**src/rtl/rtc_wb_master_pkg.sv**
```systemverilog
// RTC Wishbone master: shared constants.
// Register map and controller state encoding.
package rtc_wb_master_pkg;

    localparam logic [2:0] CLOCK     = 3'd0;
    localparam logic [2:0] TIMER     = 3'd1;
    localparam logic [2:0] STOPWATCH = 3'd2;
    localparam logic [2:0] ALARM     = 3'd3;
    localparam logic [2:0] SPEED     = 3'd4;
    localparam logic [2:0] HACKTIME  = 3'd5;
    localparam logic [2:0] HACKHI    = 3'd6;
    localparam logic [2:0] HACKLO    = 3'd7;

    typedef enum logic [2:0] {
        IDLE  = 3'd0,
        HACK  = 3'd1,
        HWAIT = 3'd2,
        BUS   = 3'd3,
        RESP  = 3'd4
    } state_t;

endpackage

```
**src/rtl/rtc_wb_master.sv**
```systemverilog
// RTC Wishbone master: single-command bus initiator
// with a hack-then-read-snapshot sequence.
module rtc_wb_master
    import rtc_wb_master_pkg::*;
#(
    parameter int LGTIMEOUT = 4
) (
    input  logic        i_clk,
    input  logic        i_reset,
    input  logic        i_cmd_stb,
    input  logic        i_cmd_we,
    input  logic [2:0]  i_cmd_addr,
    input  logic [31:0] i_cmd_data,
    input  logic [3:0]  i_cmd_sel,
    output logic        o_cmd_busy,
    input  logic        i_snap,
    output logic        o_hack,
    output logic        o_wb_cyc,
    output logic        o_wb_stb,
    output logic        o_wb_we,
    output logic [2:0]  o_wb_addr,
    output logic [31:0] o_wb_data,
    output logic [3:0]  o_wb_sel,
    input  logic        i_wb_stall,
    input  logic        i_wb_ack,
    input  logic [31:0] i_wb_data,
    output logic        o_rsp_valid,
    output logic [2:0]  o_rsp_addr,
    output logic [31:0] o_rsp_data,
    output logic        o_rsp_err
);

    localparam logic [LGTIMEOUT-1:0] TONE = 1;

    state_t               state;
    logic [LGTIMEOUT-1:0] tcnt;
    logic [LGTIMEOUT-1:0] tcnt_nxt;
    logic                 wcnt;
    logic                 snap;

    assign tcnt_nxt   = tcnt + TONE;
    assign o_cmd_busy = (state != IDLE);

    // Controller: accepts commands, runs the bus, reports results.
    always_ff @(posedge i_clk) begin
        if (i_reset) begin
            state       <= IDLE;
            tcnt        <= '0;
            wcnt        <= 1'b0;
            snap        <= 1'b0;
            o_hack      <= 1'b0;
            o_wb_cyc    <= 1'b0;
            o_wb_stb    <= 1'b0;
            o_wb_we     <= 1'b0;
            o_wb_addr   <= '0;
            o_wb_data   <= '0;
            o_wb_sel    <= '0;
            o_rsp_valid <= 1'b0;
            o_rsp_addr  <= '0;
            o_rsp_data  <= '0;
            o_rsp_err   <= 1'b0;
        end else begin
            o_hack      <= 1'b0;
            o_rsp_valid <= 1'b0;
            unique case (state)
                IDLE: begin
                    if (i_cmd_stb) begin
                        state     <= BUS;
                        snap      <= 1'b0;
                        tcnt      <= '0;
                        o_wb_cyc  <= 1'b1;
                        o_wb_stb  <= 1'b1;
                        o_wb_we   <= i_cmd_we;
                        o_wb_addr <= i_cmd_addr;
                        o_wb_data <= i_cmd_data;
                        o_wb_sel  <= i_cmd_sel;
                    end else if (i_snap) begin
                        state  <= HACK;
                        o_hack <= 1'b1;
                    end
                end
                HACK: begin
                    state <= HWAIT;
                    wcnt  <= 1'b0;
                end
                HWAIT: begin
                    if (wcnt) begin
                        state     <= BUS;
                        snap      <= 1'b1;
                        tcnt      <= '0;
                        o_wb_cyc  <= 1'b1;
                        o_wb_stb  <= 1'b1;
                        o_wb_we   <= 1'b0;
                        o_wb_addr <= HACKTIME;
                        o_wb_data <= '0;
                        o_wb_sel  <= 4'hF;
                    end else begin
                        wcnt <= 1'b1;
                    end
                end
                BUS: begin
                    if (o_wb_stb && !i_wb_stall)
                        o_wb_stb <= 1'b0;
                    if (i_wb_ack) begin
                        state       <= RESP;
                        o_wb_cyc    <= 1'b0;
                        o_wb_stb    <= 1'b0;
                        o_rsp_valid <= 1'b1;
                        o_rsp_addr  <= o_wb_addr;
                        o_rsp_err   <= 1'b0;
                        o_rsp_data  <= o_wb_we ? '0
                                               : i_wb_data;
                    end else if (&tcnt_nxt) begin
                        // Slave never answered: give up.
                        state       <= RESP;
                        tcnt        <= tcnt_nxt;
                        o_wb_cyc    <= 1'b0;
                        o_wb_stb    <= 1'b0;
                        o_rsp_valid <= 1'b1;
                        o_rsp_addr  <= o_wb_addr;
                        o_rsp_err   <= 1'b1;
                        o_rsp_data  <= '0;
                    end else begin
                        tcnt <= tcnt_nxt;
                    end
                end
                RESP: begin
                    if (snap && !o_rsp_err
                        && o_wb_addr != HACKLO) begin
                        state     <= BUS;
                        tcnt      <= '0;
                        o_wb_cyc  <= 1'b1;
                        o_wb_stb  <= 1'b1;
                        o_wb_addr <= o_wb_addr + 3'd1;
                    end else begin
                        state <= IDLE;
                        snap  <= 1'b0;
                    end
                end
                default: state <= IDLE;
            endcase
        end
    end

endmodule

```
**config.mk**
```make
export PLATFORM = sky130hd
export DESIGN_NAME = rtc_wb_master
export DESIGN_NICKNAME = d
export VERILOG_FILES = /design/src/rtl/rtc_wb_master_pkg.sv /design/src/rtl/rtc_wb_master.sv
export SDC_FILE = /design/constraint.sdc
export NUM_CORES = 1
export LEC_CHECK = 0
export ABC_AREA = 1
export CORE_MARGIN = 5
export CORE_UTILIZATION = 45
export DETAILED_ROUTE_END_ITERATION = 7
export PLACE_DENSITY_LB_ADDON = 0.2
export SLEW_MARGIN = 20
export SYNTH_ARGS = -nofsm -noshare
export SYNTH_HDL_FRONTEND = slang
export SYNTH_SLANG_ARGS = --single-unit
```
**constraint.sdc**
```tcl
create_clock -name i_clk -period 3.46 [get_ports i_clk]
set_input_delay 0.692 -clock i_clk [delete_from_list [all_inputs] [get_ports i_clk]]
set_output_delay 0.692 -clock i_clk [all_outputs]
set_load 0.01 [all_outputs]
```
==> metrics.cfg <==
[cells_and_area]
fin_nets=682
syn_to_final_growth_pct=49.2
drive_gt1_frac=0.109
utilization=0.698
nFillCells=653
diodes=0

[logic_synthesis]
ys_async_sr_fraction=0
synth-compound-area-share=0.134
synthesis.nets=535
synthSimpleGateAreaFrac=0.291
ys_ff_latch=89
synth_ff_type=dfxtp_1
synth.distinct_cells=27
post_synth_fa_ha_maj_area_fraction=0.0137
post_synth.cell_area_avg_um2=8.07
synth_top_family_by_area=simple AND/OR/NAND/NOR gates
synth_edf_count=0
synth_commonest_cells=nand2_1 (131), dfxtp_1 (89), a21oi_1 (80)
synth_mux_area_frac=0
ys_seq_area_frac=0.488
netlist_area_um2=3650
synthTopCellsByArea=dfxtp_1 (49%), nand2_1 (13%), a21oi_1 (11%)
yosysMostFrequentCell=nand2_1
synth_top_area_cell=dfxtp_1
yosys_warnings=0
synth-xor-area-share=0
synth_cells=453
synth_top_area_share=0.488

[cts]
cts-root-buf=clkbuf_8
cts_max_path_buffers=2
hold_buffers=0
cts_resized=0
clock_latency_ns=0.35
cts_tree=yes
cts_sinks=89
clk_pin_slew_ns=0.09
cts.htree.levels=3
cts_made_buffers=9
postCtsSetupRepairBufs=0

[sta]
setup_viol=0
maxSlewViolCount=0
tns_ns=0
finalCritPeriodShare=0.665
fin_ws_ns=1.16
clock.fmax_mhz=434
fin_skew_ns=0.0158
hold_violations=0
period_minus_slack_ns=2.30
rsz0062_at_grt=false
worst_pin_slew_ns=0.701
maxSlewHeadroom=0.531

[drt]
drtIter0Drc=152
first_pass_iters=4
routed_wl_um=9920
wire_per_inst_um=14.0
vias=3502
drc_errors=0
ant_nets=0
vias_per_cell=4.95

[power]
combPwrFrac=0.465
p_leak_uw=0.00200
p_sw_frac=0.393
clockPowerShare=0.191
ir_drop_mv=0.496
seq_power_share=0.344
p_per_area_nw_per_um2=767
p_sw_uw=1640
p_int_uw=2540

[die]
fp.dieH_um=100
io_pins=159
initial_utilization=0.468
core_um2=7810
rows=32
dieArea_um2=10000
die_width_um=100

[job]
maxCapViolCount=0

[grt]
grt_pass1_vias=3377
busiest_layer=met2
grt_pass1_wl_um=15800
grt_use_total=0.192
grt-ovfl-total=0
grtUsageMet2=0.305
use_met3=0.0848
grt_max_degree=51
use_met1=0.234
antenna_found_initial=0

[placement]
gp_routability_congestion=0.901
port_buffers=158
post-place-ws_ns=1.04
dpl.hpwl_um=7120

[run_status]
status=complete, no violations

[hold_path]
hp-class=reg -> reg

[worst_setup_path]
end_kind=output port
critical_path_class=reg -> out
crit_required_ns=2.77
crit_arrival_ns=1.61
critPathLaunchType=register
rrSetupSlack_ns=1.41
cp_max_fo=5

-- worst paths after layout --
check / cells past startpoint / end / from
max: 3 / o_cmd_busy / state[0]$_SDFFE_PP0P_
min: 2 / o_rsp_data[18]$_SDFFE_PP0P_ / o_rsp_data[18]$_SDFFE_PP0P_
max reg2reg: 10 / o_rsp_data[5]$_SDFFE_PP0P_ / tcnt[0]$_SDFFE_PP0P_
min reg2reg: 2 / o_rsp_data[18]$_SDFFE_PP0P_ / o_rsp_data[18]$_SDFFE_PP0P_
-- critical path: stages, from the launching register on --
cell and delay, ns:
dfxtp_1 0.37, nor2_2 0.25, nand2_2 0.12, clkdlybuf4s50_1 0.53
-- area by class of cell --
| type | instances | area, um2 | area share |
|---|---|---|---|
| inverter | 25 | 95.1 | 0.0174 |
| clock buffer | 10 | 138 | 0.0252 |
| tap | 102 | 128 | 0.0234 |
| multi-input combinational | 313 | 1610 | 0.296 |
| timing repair buffer | 162 | 1610 | 0.295 |
| sequential | 89 | 1780 | 0.327 |
| clock inverter | 6 | 91.3 | 0.0168 |
-- cells in the final DEF, fill, tap and decap left out, types with 2 or more instances in the layout --
| master | instances |
|---|---|
| nand3_1 | 16 |
| nand4_1 | 2 |
| clkdlybuf4s50_1 | 157 |
| ha_1 | 4 |
| clkinvlp_4 | 3 |
| nand3b_1 | 2 |
| inv_1 | 21 |
| inv_2 | 3 |
| dfxtp_1 | 89 |
| o21ai_0 | 10 |
| nor2_2 | 3 |
| nand2_1 | 131 |
| nand2_2 | 4 |
| nor3_1 | 3 |
| buf_4 | 4 |
| clkbuf_8 | 10 |
| nand3_2 | 32 |
| bufinv_16 | 2 |
| nor2_1 | 20 |
| a21oi_1 | 80 |
-- power by group through the flow --
stage / clock network, uW / logic, uW / registers [uW]
2_1_floorplan: 0 / 1210 / 1550
3_3_place_gp: 0 / 1910 / 1450
3_5_place_dp: 0 / 1950 / 1460
4_1_cts: 823 / 1960 / 1440
5_1_grt: 872 / 2150 / 1470
6_report: 799 / 1940 / 1440
-- flip-flops by register name (all words and copies together), names as in the netlist, 3 cells and up --
name and count:
state 3, o_rsp_addr 3, o_wb_data 32, tcnt 4, o_wb_sel 4, o_rsp_data 32, o_wb_addr 3
-- metal layers --
metal	part of all wire	wire [um]
met5	0	0
met2	0.45	4450
met4	0.013	129
met1	0.42	4210
met3	0.11	1130
-- cells by family (layout without fill, tap and decap cells) --
family	after synthesis	count (layout)
AOI/OAI and AO/OA	95	95
buffers and inverters	51	203
DFF	89	89
adders and majority gates	4	4
and+or+nand+nor	214	214
-- stage by stage --
step / total power, uW / hold slack, ns / instances / cell area, um2
2_1_floorplan: 2750 / 0.439 / 453 / 3650
3_3_place_gp: 3360 / 0.447 / 691 / 5220
3_5_place_dp: 3410 / 0.453 / 691 / 5220
4_1_cts: 4220 / 0.465 / 707 / 5450
5_1_grt: 4490 / 0.478 / 707 / 5450
6_report: 4180 / 0.463 / 707 / 5450
Power figures use the tool's default switching activity.
